===== config.mk =====
export PLATFORM = sky130hd
export DESIGN_NAME = lfsr_toggle_gen
export DESIGN_NICKNAME = d
export VERILOG_FILES = /design/src/rtl/lfsr_toggle_gen.sv
export SDC_FILE = /design/constraint.sdc
export NUM_CORES = 1
export LEC_CHECK = 0
export ABC_CLOCK_PERIOD_IN_PS = 1200
export CORE_UTILIZATION = 43
export CTS_CLUSTER_SIZE = 8
export DETAILED_ROUTE_END_ITERATION = 10
export PLACE_DENSITY_LB_ADDON = 0.05
export RECOVER_POWER = 50
export REMOVE_ABC_BUFFERS = 1
export SLEW_MARGIN = 20
export SYNTH_ARGS = -nofsm -noshare
export SYNTH_HDL_FRONTEND = slang
export SYNTH_SLANG_ARGS = --single-unit

===== constraint.sdc =====
create_clock -name i_Clk -period 1.2 [get_ports i_Clk]
set_input_delay 0.18 -clock i_Clk [delete_from_list [all_inputs] [get_ports i_Clk]]
set_output_delay 0.18 -clock i_Clk [all_outputs]
set_load 0.01 [all_outputs]

===== src/rtl/lfsr_toggle_gen.sv =====
// XNOR Fibonacci LFSR that pulses o_LFSR_Done and flips o_LFSR_Toggle each time
// the register steps back around to the seed it was loaded with.
module lfsr_toggle_gen #(
   parameter int NUM_BITS = 8
) (
   input  logic                i_Clk,
   input  logic                i_Rst_L,
   input  logic                i_Enable,
   input  logic                i_Seed_DV,
   input  logic [NUM_BITS-1:0] i_Seed_Data,
   output logic [NUM_BITS-1:0] o_LFSR_Data,
   output logic                o_LFSR_Done,
   output logic                o_LFSR_Toggle
);

   if (NUM_BITS < 3 || NUM_BITS > 12) begin : g_width_check
      $error("lfsr_toggle_gen: NUM_BITS must be in 3..12");
   end

   // Maximal-length tap sets; bit n-1 set for 1-indexed tap n.
   function automatic logic [11:0] taps_for(input int n);
      case (n)
         3:       return 12'h006;
         4:       return 12'h00C;
         5:       return 12'h014;
         6:       return 12'h030;
         7:       return 12'h060;
         8:       return 12'h0B8;
         9:       return 12'h110;
         10:      return 12'h240;
         11:      return 12'h500;
         12:      return 12'h829;
         default: return 12'h000;
      endcase
   endfunction

   localparam logic [11:0]         TAPS_ALL = taps_for(NUM_BITS);
   localparam logic [NUM_BITS-1:0] TAP_MASK = TAPS_ALL[NUM_BITS-1:0];

   typedef enum logic {ST_LOADED, ST_RUNNING} state_t;

   state_t              state_q, state_d;
   logic [NUM_BITS-1:0] lfsr_q, lfsr_d;
   logic [NUM_BITS-1:0] seed_q, seed_d;
   logic [NUM_BITS-1:0] lfsr_next, seed_in;
   logic                fb;
   logic                done_q, done_d;
   logic                toggle_q, toggle_d;
   logic                in_loaded;

   // Every tap set has an even tap count, so the XNOR chain reduces to inverted parity.
   always_comb begin
      fb        = ~(^(lfsr_q & TAP_MASK));
      lfsr_next = {lfsr_q[NUM_BITS-2:0], fb};
      seed_in   = (&i_Seed_Data) ? '0 : i_Seed_Data;
   end

   always_comb begin
      lfsr_d   = lfsr_q;
      seed_d   = seed_q;
      done_d   = 1'b0;
      toggle_d = toggle_q;
      if (i_Seed_DV) begin
         lfsr_d = seed_in;
         seed_d = seed_in;
      end else if (i_Enable) begin
         lfsr_d = lfsr_next;
         if (lfsr_next == seed_q) begin
            done_d   = 1'b1;
            toggle_d = ~toggle_q;
         end
      end
   end

   always_ff @(posedge i_Clk or negedge i_Rst_L) begin
      if (!i_Rst_L) begin
         lfsr_q   <= '0;
         seed_q   <= '0;
         done_q   <= 1'b0;
         toggle_q <= 1'b0;
      end else begin
         lfsr_q   <= lfsr_d;
         seed_q   <= seed_d;
         done_q   <= done_d;
         toggle_q <= toggle_d;
      end
   end

   always_ff @(posedge i_Clk or negedge i_Rst_L) begin
      if (!i_Rst_L) state_q <= ST_LOADED;
      else          state_q <= state_d;
   end

   always_comb begin
      state_d = state_q;
      case (state_q)
         ST_LOADED:  if (!i_Seed_DV && i_Enable) state_d = ST_RUNNING;
         ST_RUNNING: if (i_Seed_DV) state_d = ST_LOADED;
         default:    state_d = ST_LOADED;
      endcase
   end

   always_comb begin
      in_loaded = (state_q == ST_LOADED);
   end

   // Until the first step the register must still hold the seed it was loaded with.
   always_ff @(posedge i_Clk) begin
      if (i_Rst_L) begin
         if (in_loaded) assert (lfsr_q == seed_q);
         assert (!(done_q && done_d));
      end
   end

   assign o_LFSR_Data   = lfsr_q;
   assign o_LFSR_Done   = done_q;
   assign o_LFSR_Toggle = toggle_q;

endmodule

==> impl_results.md, run 1 <==
- Status: finished, violations left
- Violated checks: setup timing
- Area Overhead vs Synth: 53.13%
- Layout cell share with drive strength beyond 1: approximately 30%
- Placed cells: between 100 and 150
- Final Non-Filler Cells: 158
- Vias in the first global route: approximately 730
- Die height: between 40 and 50 µm
- Sequential share of the synthesized area: 50.07%
- Wire length on met1: a little over 1 mm
- Hold Crit Class: in2reg
- Crit path time final: approximately 1.4 ns
- Non-Filler Cell Area, Final: about 1400 µm²
- Crit path kind: reg2reg
- Hold slack: around 0.32 ns
- Least-Margin Pin Slew: approximately 0.48 ns
- Worst Skew: ~0.0034 ns
- CTS Buf Count: 3
- CTS Sinks: 18
- Final Hold Viols: 0
- Setup Viol. Count Final: 4
- Die area: around 2300 µm²
- Setup TNS: -0.5281 ns
- Max-Cap Viols: 0
- Clk_lat worst skew: a little under 0.3 ns
- Synth unique cells: 19
- Core Util, Final: 70.22%
- Synth Instances: 84
- Final Power: roughly 1.6 mW
- #FFs+latches synth: 18
- Clock buffer depth: 2
- Via count: roughly 810
- DR top layer: met4
- Most common cell after layout, fill and taps aside: buf_4
- Setup crit start kind: flip-flop
- Pwr Density: between 1000 and 1500 nW/µm²
- Antenna violations before repair: 0
- Leak: 0.6680 nW
- Maximum VDD drop: roughly 740 µV
- Largest net degree at the start of global routing: 25
- Grt ovf: 0
- Area after DPL: about 1200 µm²
- Max Fclk: around 0.7 GHz
- Final Cycle Share: 118.6%
- CTS tree: yes
- Via-to-Cell Ratio: roughly 5.1
- Dpl ws: -0.4649 ns
- Met2 WL: roughly 1.2 mm
- Final nets: 144
- Yosys Warn Count: 0
- DRC Markers: 0
- Mapped Area: between 800 and 900 µm²
- First-pass GRT wire length: 3.539 mm
- Port Buf Inserts: 21
- Antenna diodes: 0
- Die X: between 40 and 50 µm
- Syn avg cell area: 10.71 µm²
- Met3 WL post-DR: between 60 and 70 µm
- FP Rows: 16
- Crit-path max FO: 2
- Wire length per cell: 14.49 µm
- Cts hold-fix bufs: 0
- Antenna-violating nets left: 0
- Starting density of the core: 45.85%
- Multi-input logic area: 430.4 µm²
- DP HPWL: between 1.5 and 2 mm
- Storage cell area: between 400 and 500 µm²
- Worst Path Arrival: 1.64 ns
- Slew Limit Fails: 0
- GRT Total Usage: between 20% and 30%
- # IOs: 22
- RSZ-0062 raised after global routing: yes
- DRT Pass-1 Iters: 4
- Relative slew slack: around two thirds
- Core area: approximately 2000 µm²
- Worst setup EP type: flip-flop
- Clk Tree Root Cell: clkbuf_4
- Worst endpoint required time: approximately 1.4 ns
- Fill cell count: 167
- Final worst setup slack: -0.2231 ns
- DR iter-0 viols: 12
- WL final: around 2.3 mm
- Worst-path clk slew: ~0.11 ns
- Commonest non-fill, non-tap cells in the layout: 20 x buf_4, 17 x dfrtp_1, 10 x inv_1, 10 x o22ai_1
- Final GP Congestion: approximately 0.76
- H-tree depth: 1
registers in the layout, indices dropped and copies added (netlist names):
register       count
o_LFSR_Done        1
seed_q             8
o_LFSR_Data        8
o_LFSR_Toggle      1
report_power, final:
| group | switching [mW] | internal [mW] | total, mW |
|---|---|---|---|
| Sequential | 0.0492 | 0.671 | 0.720 |
| Clock | 0.191 | 0.185 | 0.376 |
| Combinational | 0.227 | 0.320 | 0.547 |
critical path, cell delays in order (launching register included):
cell     delay [ns]
dfrtp_1        0.41
buf_6          0.14
xnor2_4        0.13
xnor3_1        0.33
nor3_2         0.18
xor2_1         0.16
synthesized netlist by cell type:
| cell | n | share of area [%] |
|---|---|---|
| and3_1 | 1 | 0.70 |
| buf_2 | 1 | 0.56 |
| clkbuf_1 | 2 | 0.83 |
| dfrtp_1 | 18 | 50 |
| inv_1 | 10 | 4.2 |
| mux2i_1 | 8 | 8.9 |
| nand2_1 | 7 | 2.9 |
| nand3_1 | 1 | 0.56 |
| nand4_1 | 2 | 1.4 |
| nor2b_1 | 1 | 0.70 |
| nor3_2 | 2 | 2.2 |
| o211ai_1 | 2 | 1.7 |
| o21ai_0 | 6 | 3.3 |
| o22ai_1 | 10 | 7.0 |
| o311ai_0 | 1 | 0.97 |
| xnor2_1 | 9 | 8.8 |
| xnor2_2 | 1 | 1.8 |
| xnor3_1 | 1 | 2.5 |
| xor2_1 | 1 | 0.97 |
path summary, 6_finish.rpt:
path | from | endpoint | slack (ns) | cells past startpoint
max in group asynchronous | i_Rst_L | o_LFSR_Data[5] | 0.49 | 2
min | i_Seed_Data[4] | o_LFSR_Data[4] | 0.32 | 3
min in group asynchronous | i_Rst_L | o_LFSR_Data[4] | 0.36 | 2
max | o_LFSR_Data[4] | o_LFSR_Toggle | -0.22 | 5
max reg2reg | o_LFSR_Data[4] | o_LFSR_Toggle | -0.22 | 5
min reg2reg | o_LFSR_Toggle | o_LFSR_Toggle | 0.47 | 1
per-layer routing:
metal | up-vias | track usage [%]
met4 | 0 | 8.333
li1 | 387 | -
met2 | 18 | 34.59
met1 | 399 | 35.24
met3 | 4 | 2.264
met5 | - | 0
area by class of cell:
cell class | instances | area share, %
Clock buffer | 4 | 2.634
Inverter | 10 | 2.725
Multi-Input combinational cell | 53 | 31.24
Sequential cell | 18 | 32.79
Tap cell | 27 | 2.452
Timing Repair Buffer | 46 | 28.16
cell families after synthesis:
kind of cell,Yosys count,synth area share (%)
AOI/OAI and AO/OA,19,12.93
xor gates and xnor gates,12,14.05
muxes,8,8.902
DFF,18,50.07
and+or+nand+nor,14,8.485
buffers and inverters,13,5.564
what timing repair did:
item	in CTS	in global routing
gates resized for setup	38	6
endpoints found under the setup margin	28	8
pin swaps	9	3
cloned	1	0
endpoints found under the hold margin	0	0
setup buffers	7	2
No activity file was read; power rests on OpenSTA's default activity.
==> run 2, diff against run 1 <==
--- a/config.mk
+++ b/config.mk
@@ -11,7 +11,6 @@
 export DETAILED_ROUTE_END_ITERATION = 10
 export PLACE_DENSITY_LB_ADDON = 0.05
 export RECOVER_POWER = 50
-export REMOVE_ABC_BUFFERS = 1
 export SLEW_MARGIN = 20
 export SYNTH_ARGS = -nofsm -noshare
 export SYNTH_HDL_FRONTEND = slang
==> run 2 against run 1 <==
  * The run still ends with setup timing left
  * Sequential power about the same
  * Clock-buffer cell count unchanged
  * Power about the same
  * Die area unchanged
  * Fmax up 2.5%
  * Wire length down 9.8%
  * Critical endpoint unchanged
==> impl_results.md, run 2 (synthesis gave the netlist of run 1 again) <==
- Least-Margin Pin Slew: 0.4428 ns (-0.03542 ns)
- Grt ovf: 0 (unchanged)
- Setup TNS: -0.3147 ns (+0.2134 ns)
- H-tree depth: 1 (unchanged)
- Worst hold stages: 3 (unchanged)
- Net Sw Frac: 28.25% (-0.20 points)
- Clock buffer depth: 2 (unchanged)
- Cts hold-fix bufs: 0 (unchanged)
- Hold_sp: i_Seed_Data[6]
- RSZ-0062 raised after global routing: yes
- # IOs: 22 (unchanged)
- Die height: 47.74 µm (unchanged)
- Int Pwr: 1.179 mW (+0.29%)
- Antenna diodes: 0 (unchanged)
- Setup crit start kind: flip-flop
- Core area: 1962 µm² (unchanged)
- Crit path kind: reg2reg
- Pwr Density: 1193 nW/µm² (about the same)
- Worst setup EP type: flip-flop
- Final Hold Viols: 0 (unchanged)
- Final Non-Filler Cells: 155 (-1.9%)
- R2r worst-path depth: 4 (-1)
- Setup Viol. Count Final: 5 (+1)
- Relative slew slack: 70.48% (+2.4 points)
- Hold Crit Class: in2reg
- Layout cell share with drive strength beyond 1: 29.69% (-0.85 points)
- WL final: 2.066 mm (-9.8%)
- Placed cells: 146 (+1.4%)
- Worst r2r src: o_LFSR_Data[7]
- Status: finished, violations left
- Most common cell after layout, fill and taps aside: dfrtp_1
- DP HPWL: 1.488 mm (-6.3%)
- Slew Limit Fails: 0 (unchanged)
- Crit-path max FO: 2 (unchanged)
- Wire length per cell: 13.33 µm (-8.0%)
- GRT busiest layer: met2
- Via-to-Cell Ratio: 4.987 (-2.5%)
- Via count: 773 (-4.3%)
- Clk Tree Root Cell: clkbuf_4
- CTS Sinks: 18 (unchanged)
- Largest net degree at the start of global routing: 25 (unchanged)
- Violated checks: setup timing
- FP Rows: 16 (unchanged)
- Area Overhead vs Synth: 53.13% (unchanged)
- Max-Cap Viols: 0 (unchanged)
- Reg power frac: 43.8% (about the same)
- Antenna-violating nets left: 0 (unchanged)
- Met1 usage: 27.86% (-7.4 points)
- Mapped Nets: 96
- Final worst setup slack: -0.1879 ns (+0.03512 ns)
- Worst Skew: 0.002744 ns (-0.0006848 ns)
- Clk_lat worst skew: 0.29 ns (about the same)
- GRT Total Usage: 20.39% (-2.9 points)
- Worst-path clk slew: 0.11 ns (about the same)
- Die area: 2279 µm² (unchanged)
- Maximum VDD drop: 861.7 µV (+16%)
- Crit path time final: 1.388 ns (-0.03512 ns)
- Die X: 47.74 µm (unchanged)
- DR iter-0 viols: 13 (+1)
- Fill cell count: 166 (-0.60%)
- Commonest non-fill, non-tap cells in the layout: 16 x dfrtp_1, 15 x buf_4, 10 x inv_1, 10 x o22ai_1, 9 x buf_6
- Combinational Power Share: 33.3% (about the same)
- Port Buf Inserts: 21 (unchanged)
- Final nets: 141 (-2.1%)
- Clk network pwr share: 22.9% (about the same)
- CTS tree: yes
- Leak: 0.6668 nW (-0.18%)
- Final Cycle Share: 115.7% (-2.9 points)
- Max Fclk: 0.7205 GHz (+2.5%)
- DRC Markers: 0 (unchanged)
- Routing usage on met2: 33.78% (-0.81 points)
- Worst endpoint required time: 1.42 ns (about the same)
- Worst Path Arrival: 1.61 ns (-0.03 ns)
- NetSw: 0.4643 mW (-0.70%)
- Antenna violations before repair: 0 (unchanged)
- Dpl ws: -0.4876 ns (-0.02272 ns)
- First-pass GRT wire length: 3.118 mm (-12%)
- Crit path from: o_LFSR_Data[7]
- Vias in the first global route: 712 (-1.9%)
- DRT Pass-1 Iters: 4 (unchanged)
- Starting density of the core: 45.85% (unchanged)
- Final GP Congestion: 0.8098 (+6.4%)
- Grt met3 use: 2.264% (unchanged)
- CTS Buf Count: 3 (unchanged)
run 2: worst paths after layout:
check                            endpoint  slack, ns
max                         o_LFSR_Toggle      -0.19
min                             seed_q[6]       0.31
max reg2reg                 o_LFSR_Toggle      -0.19
min reg2reg                 o_LFSR_Toggle       0.46
max in group asynchronous  o_LFSR_Data[3]       0.52
min in group asynchronous   o_LFSR_Toggle       0.35
run 2: routing by layer:
metal	vias up	share of wire [%]
met5	-	0
met3	2	4.0
met2	25	48
met1	363	47
met4	0	0.58
li1	383	-
run 2: stage by stage:
step	util, %	total power [mW]	hold WS, ns	cell area (µm²)
after floorplan	-	0.9648	-0.1156	900.9
after global placement	64.22	1.211	0.4537	1260
after detailed placement	64.22	1.219	0.4556	1260
after CTS	70.03	1.644	0.2232	1374
after global routing	70.22	1.732	0.3269	1378
final	70.22	1.643	0.3095	1378
run 2: what timing repair did:
| item | 4_1_cts | 5_1_grt |
|---|---|---|
| pin swaps | 4 | 3 |
| hold endpoints to repair | 0 | 0 |
| gates resized for setup | 41 | 4 |
| cloned | 0 | 0 |
| setup endpoints to repair | 26 | 8 |
| buffers inserted | 7 | 1 |
run 2: layout make-up:
type,count,area [µm²],area share (%)
inverter,10,37.54,2.725
multi-input combinational,53,432.9,31.43
sequential,18,452.9,32.88
clock buffer,4,36.28,2.634
timing repair buffer,43,384.1,27.88
tap,27,33.78,2.452
run 2: power by group through the flow:
| stage | Sequential, mW | Combinational (mW) | Clock (mW) |
|---|---|---|---|
| 3_3_place_gp | 0.736 | 0.476 | 0 |
| 3_5_place_dp | 0.738 | 0.481 | 0 |
| 2_1_floorplan | 0.760 | 0.205 | 0 |
| 5_1_grt | 0.730 | 0.594 | 0.408 |
| 4_1_cts | 0.720 | 0.544 | 0.381 |
| 6_report | 0.720 | 0.547 | 0.376 |
run 2: worst max-delay path, cell delays in order (launching register included):
cell	delay, ns
dfrtp_1	0.42
xnor2_2	0.21
xnor3_1	0.35
nor3_2	0.17
xor2_1	0.16
==> run 3, diff against run 2 <==
--- a/config.mk
+++ b/config.mk
@@ -9,9 +9,11 @@
 export CORE_UTILIZATION = 43
 export CTS_CLUSTER_SIZE = 8
 export DETAILED_ROUTE_END_ITERATION = 10
+export MAX_ROUTING_LAYER = met4
 export PLACE_DENSITY_LB_ADDON = 0.05
 export RECOVER_POWER = 50
 export SLEW_MARGIN = 20
 export SYNTH_ARGS = -nofsm -noshare
 export SYNTH_HDL_FRONTEND = slang
 export SYNTH_SLANG_ARGS = --single-unit
+export TNS_END_PERCENT = 30
==> run 3 against run 2 <==
  * Via count down 1.7%
  * Clock skew is 0.00092 ns higher
  * Worst hold slack worse by 0.098 ns
  * Global-route usage increased by 0.29 points
  * Critical path depth stayed put
  * Register-to-register slack got worse by 0.02 ns
  * Non-clock buffer count fell by 1
  * Power is 1.8% lower
  * Worst setup slack got worse by 0.021 ns
  * Sequential share of layout area shrank 0.12 points
  * The flow still finishes with violations (setup timing)
  * Clock power down 1%
==> impl_results.md, run 3 (synthesis gave the netlist of run 1 again) <==
- Status: finished, violations left
- Violated checks: setup timing
- Max Fclk: 0.7095 GHz (-1.5%)
- RSZ-0062 raised after global routing: yes
- Vias in the first global route: 692 (-2.8%)
- Via count: 760 (-1.7%)
- Grt ovf: 0 (unchanged)
- Commonest non-fill, non-tap cells in the layout: 18 x dfrtp_1, 18 x buf_4, 10 x inv_1, 10 x o22ai_1
- Die X: 47.74 µm (unchanged)
- Final Non-Filler Cells: 154 (-0.65%)
- FP Rows: 16 (unchanged)
- Mapped Nets: 96 (unchanged)
- Core Util, Final: 70.09% (-0.13 points)
- R2r worst-path depth: 4 (unchanged)
- Crit path time final: 1.409 ns (+0.02144 ns)
- DRC Markers: 0 (unchanged)
- Pwr Density: 1173 nW/µm² (-1.7%)
- Die area: 2279 µm² (unchanged)
- Worst Path Arrival: 1.63 ns (+0.02 ns)
- Final worst setup slack: -0.2094 ns (-0.02144 ns)
- Worst r2r src: o_LFSR_Data[4]
- Leak: 0.6739 nW (+1.1%)
- First-pass GRT wire length: 3.049 mm (-2.2%)
- Hold_sp: i_Seed_Data[6]
- H-tree depth: 1 (unchanged)
- Die height: 47.74 µm (unchanged)
- Hold Path Sink: seed_q[6]
- Register-to-register setup slack: -0.21 ns (-0.02 ns)
- Wire length per cell: 13.32 µm (about the same)
- Setup TNS: -0.3385 ns (-0.02383 ns)
- Reg-to-Reg End: o_LFSR_Toggle
- Setup crit start kind: flip-flop
- Antenna diodes: 0 (unchanged)
- Clock buffer depth: 2 (unchanged)
- Setup Viol. Count Final: 3 (-2)
- Clk Tree Root Cell: clkbuf_4
- Crit-path max FO: 2 (unchanged)
- Clk_lat worst skew: 0.29 ns (about the same)
- Worst-path clk slew: 0.10 ns (about the same)
- Largest net degree at the start of global routing: 25 (unchanged)
- Area Overhead vs Synth: 52.85%
- Met3 WL post-DR: 77 µm (-7.2%)
- Final nets: 140 (-0.71%)
- Worst hold stages: 3 (unchanged)
- Dpl ws: -0.4714 ns (+0.01622 ns)
- Worst endpoint required time: 1.42 ns (about the same)
- CTS Sinks: 18 (unchanged)
- Crit path kind: reg2reg
- DP HPWL: 1.518 mm (+2.0%)
- WL final: 2.052 mm (-0.68%)
- Starting density of the core: 45.85% (unchanged)
- DRT Pass-1 Iters: 4 (unchanged)
- Core area: 1962 µm² (unchanged)
- Port Buf Inserts: 21 (unchanged)
- Layout cell share with drive strength beyond 1: 28.35% (-1.3 points)
- GRT Total Usage: 20.68% (+0.29 points)
- Antenna violations before repair: 0 (unchanged)
- Antenna-violating nets left: 0 (unchanged)
- Least-Margin Pin Slew: 0.4512 ns (+0.008335 ns)
- Maximum VDD drop: 953.5 µV (+11%)
- Final Hold Viols: 0 (unchanged)
- Final Power: 1.613 mW (-1.8%)
- # IOs: 22 (unchanged)
- Final Cycle Share: 117.4% (+1.8 points)
- DR top layer: met4
- Met2 WL: 971 µm (-2.1%)
- Wire length on met1: 989 µm (+1.2%)
- Placed cells: 146 (unchanged)
- Final GP Congestion: 0.8081 (-0.21%)
- CTS Buf Count: 3 (unchanged)
- Worst setup EP type: flip-flop
- Via-to-Cell Ratio: 4.935 (-1.0%)
- Slew Limit Fails: 0 (unchanged)
- Worst Skew: 0.003660 ns (+0.0009155 ns)
- Cts hold-fix bufs: 0 (unchanged)
- Max-Cap Viols: 0 (unchanged)
- Relative slew slack: 69.92% (-0.56 points)
- Hold Crit Class: in2reg
- CTS tree: yes
- DR iter-0 viols: 14 (+1)
[run 3: changes by cell type in the layout (fill, tap and decap cells not counted), moves of 2 or more]
cell / delta
buf_4: +3
o21ai_0: -3
clkdlybuf4s15_1: +2
dfrtp_1: +2
dlygate4sd2_1: -5
o21ai_1: +3
dlymetal6s2s_1: +3
buf_6: -4
dfrtp_2: -2
[run 3: power by group]
part,internal (mW),total [mW],switching (mW),leakage (nW)
clock network,0.185,0.371,0.186,0.0210
logic,0.303,0.521,0.218,0.431
registers,0.670,0.721,0.0502,0.222
[run 3: final cells by class]
class / count / area (µm²)
fill: 170 / 586.8
sequential: 18 / 450.4
multi-input combinational: 53 / 441.7
timing repair buffer: 42 / 375.4
inverter: 10 / 37.54
clock buffer: 4 / 36.28
tap: 27 / 33.78
[run 3: worst max path at each step]
stage,startpoint,to,slack (ns),cells after the start
floorplan,o_LFSR_Data[3],o_LFSR_Toggle,-0.16,4
global placement,i_Seed_Data[3],o_LFSR_Data[0],-0.40,5
detailed placement,i_Seed_Data[3],o_LFSR_Data[0],-0.47,5
CTS,o_LFSR_Data[4],o_LFSR_Toggle,-0.25,4
global route,o_LFSR_Data[4],o_LFSR_Toggle,-0.35,4
finish,o_LFSR_Data[4],o_LFSR_Toggle,-0.21,4
[run 3: layer usage]
metal	global-route usage, %	up-vias
met1	29.55	360
met4	6.667	0
met2	30.54	17
li1	-	381
met5	-	-
met3	2.264	2
[run 3: stage by stage]
stage | area [µm²] | hold WS, ns
floorplan | 899.6 | -0.1156
global placement | 1259 | 0.4557
detailed placement | 1259 | 0.4560
CTS | 1320 | 0.2194
global route | 1375 | 0.2083
finish | 1375 | 0.2111
[run 3: timing repair]
| action | in CTS | in global routing |
|---|---|---|
| endpoints found under the hold margin | 0 | 0 |
| pin swaps | 4 | 3 |
| gates resized for setup | 30 | 15 |
| setup buffers | 5 | 0 |
| endpoints found under the setup margin | 27 | 22 |
[run 3: worst max-delay path: stages (launching register included)]
cell     delay, ns
dfrtp_1       0.42
xnor2_2       0.23
xnor3_1       0.36
nor3_2        0.17
xor2_1        0.16
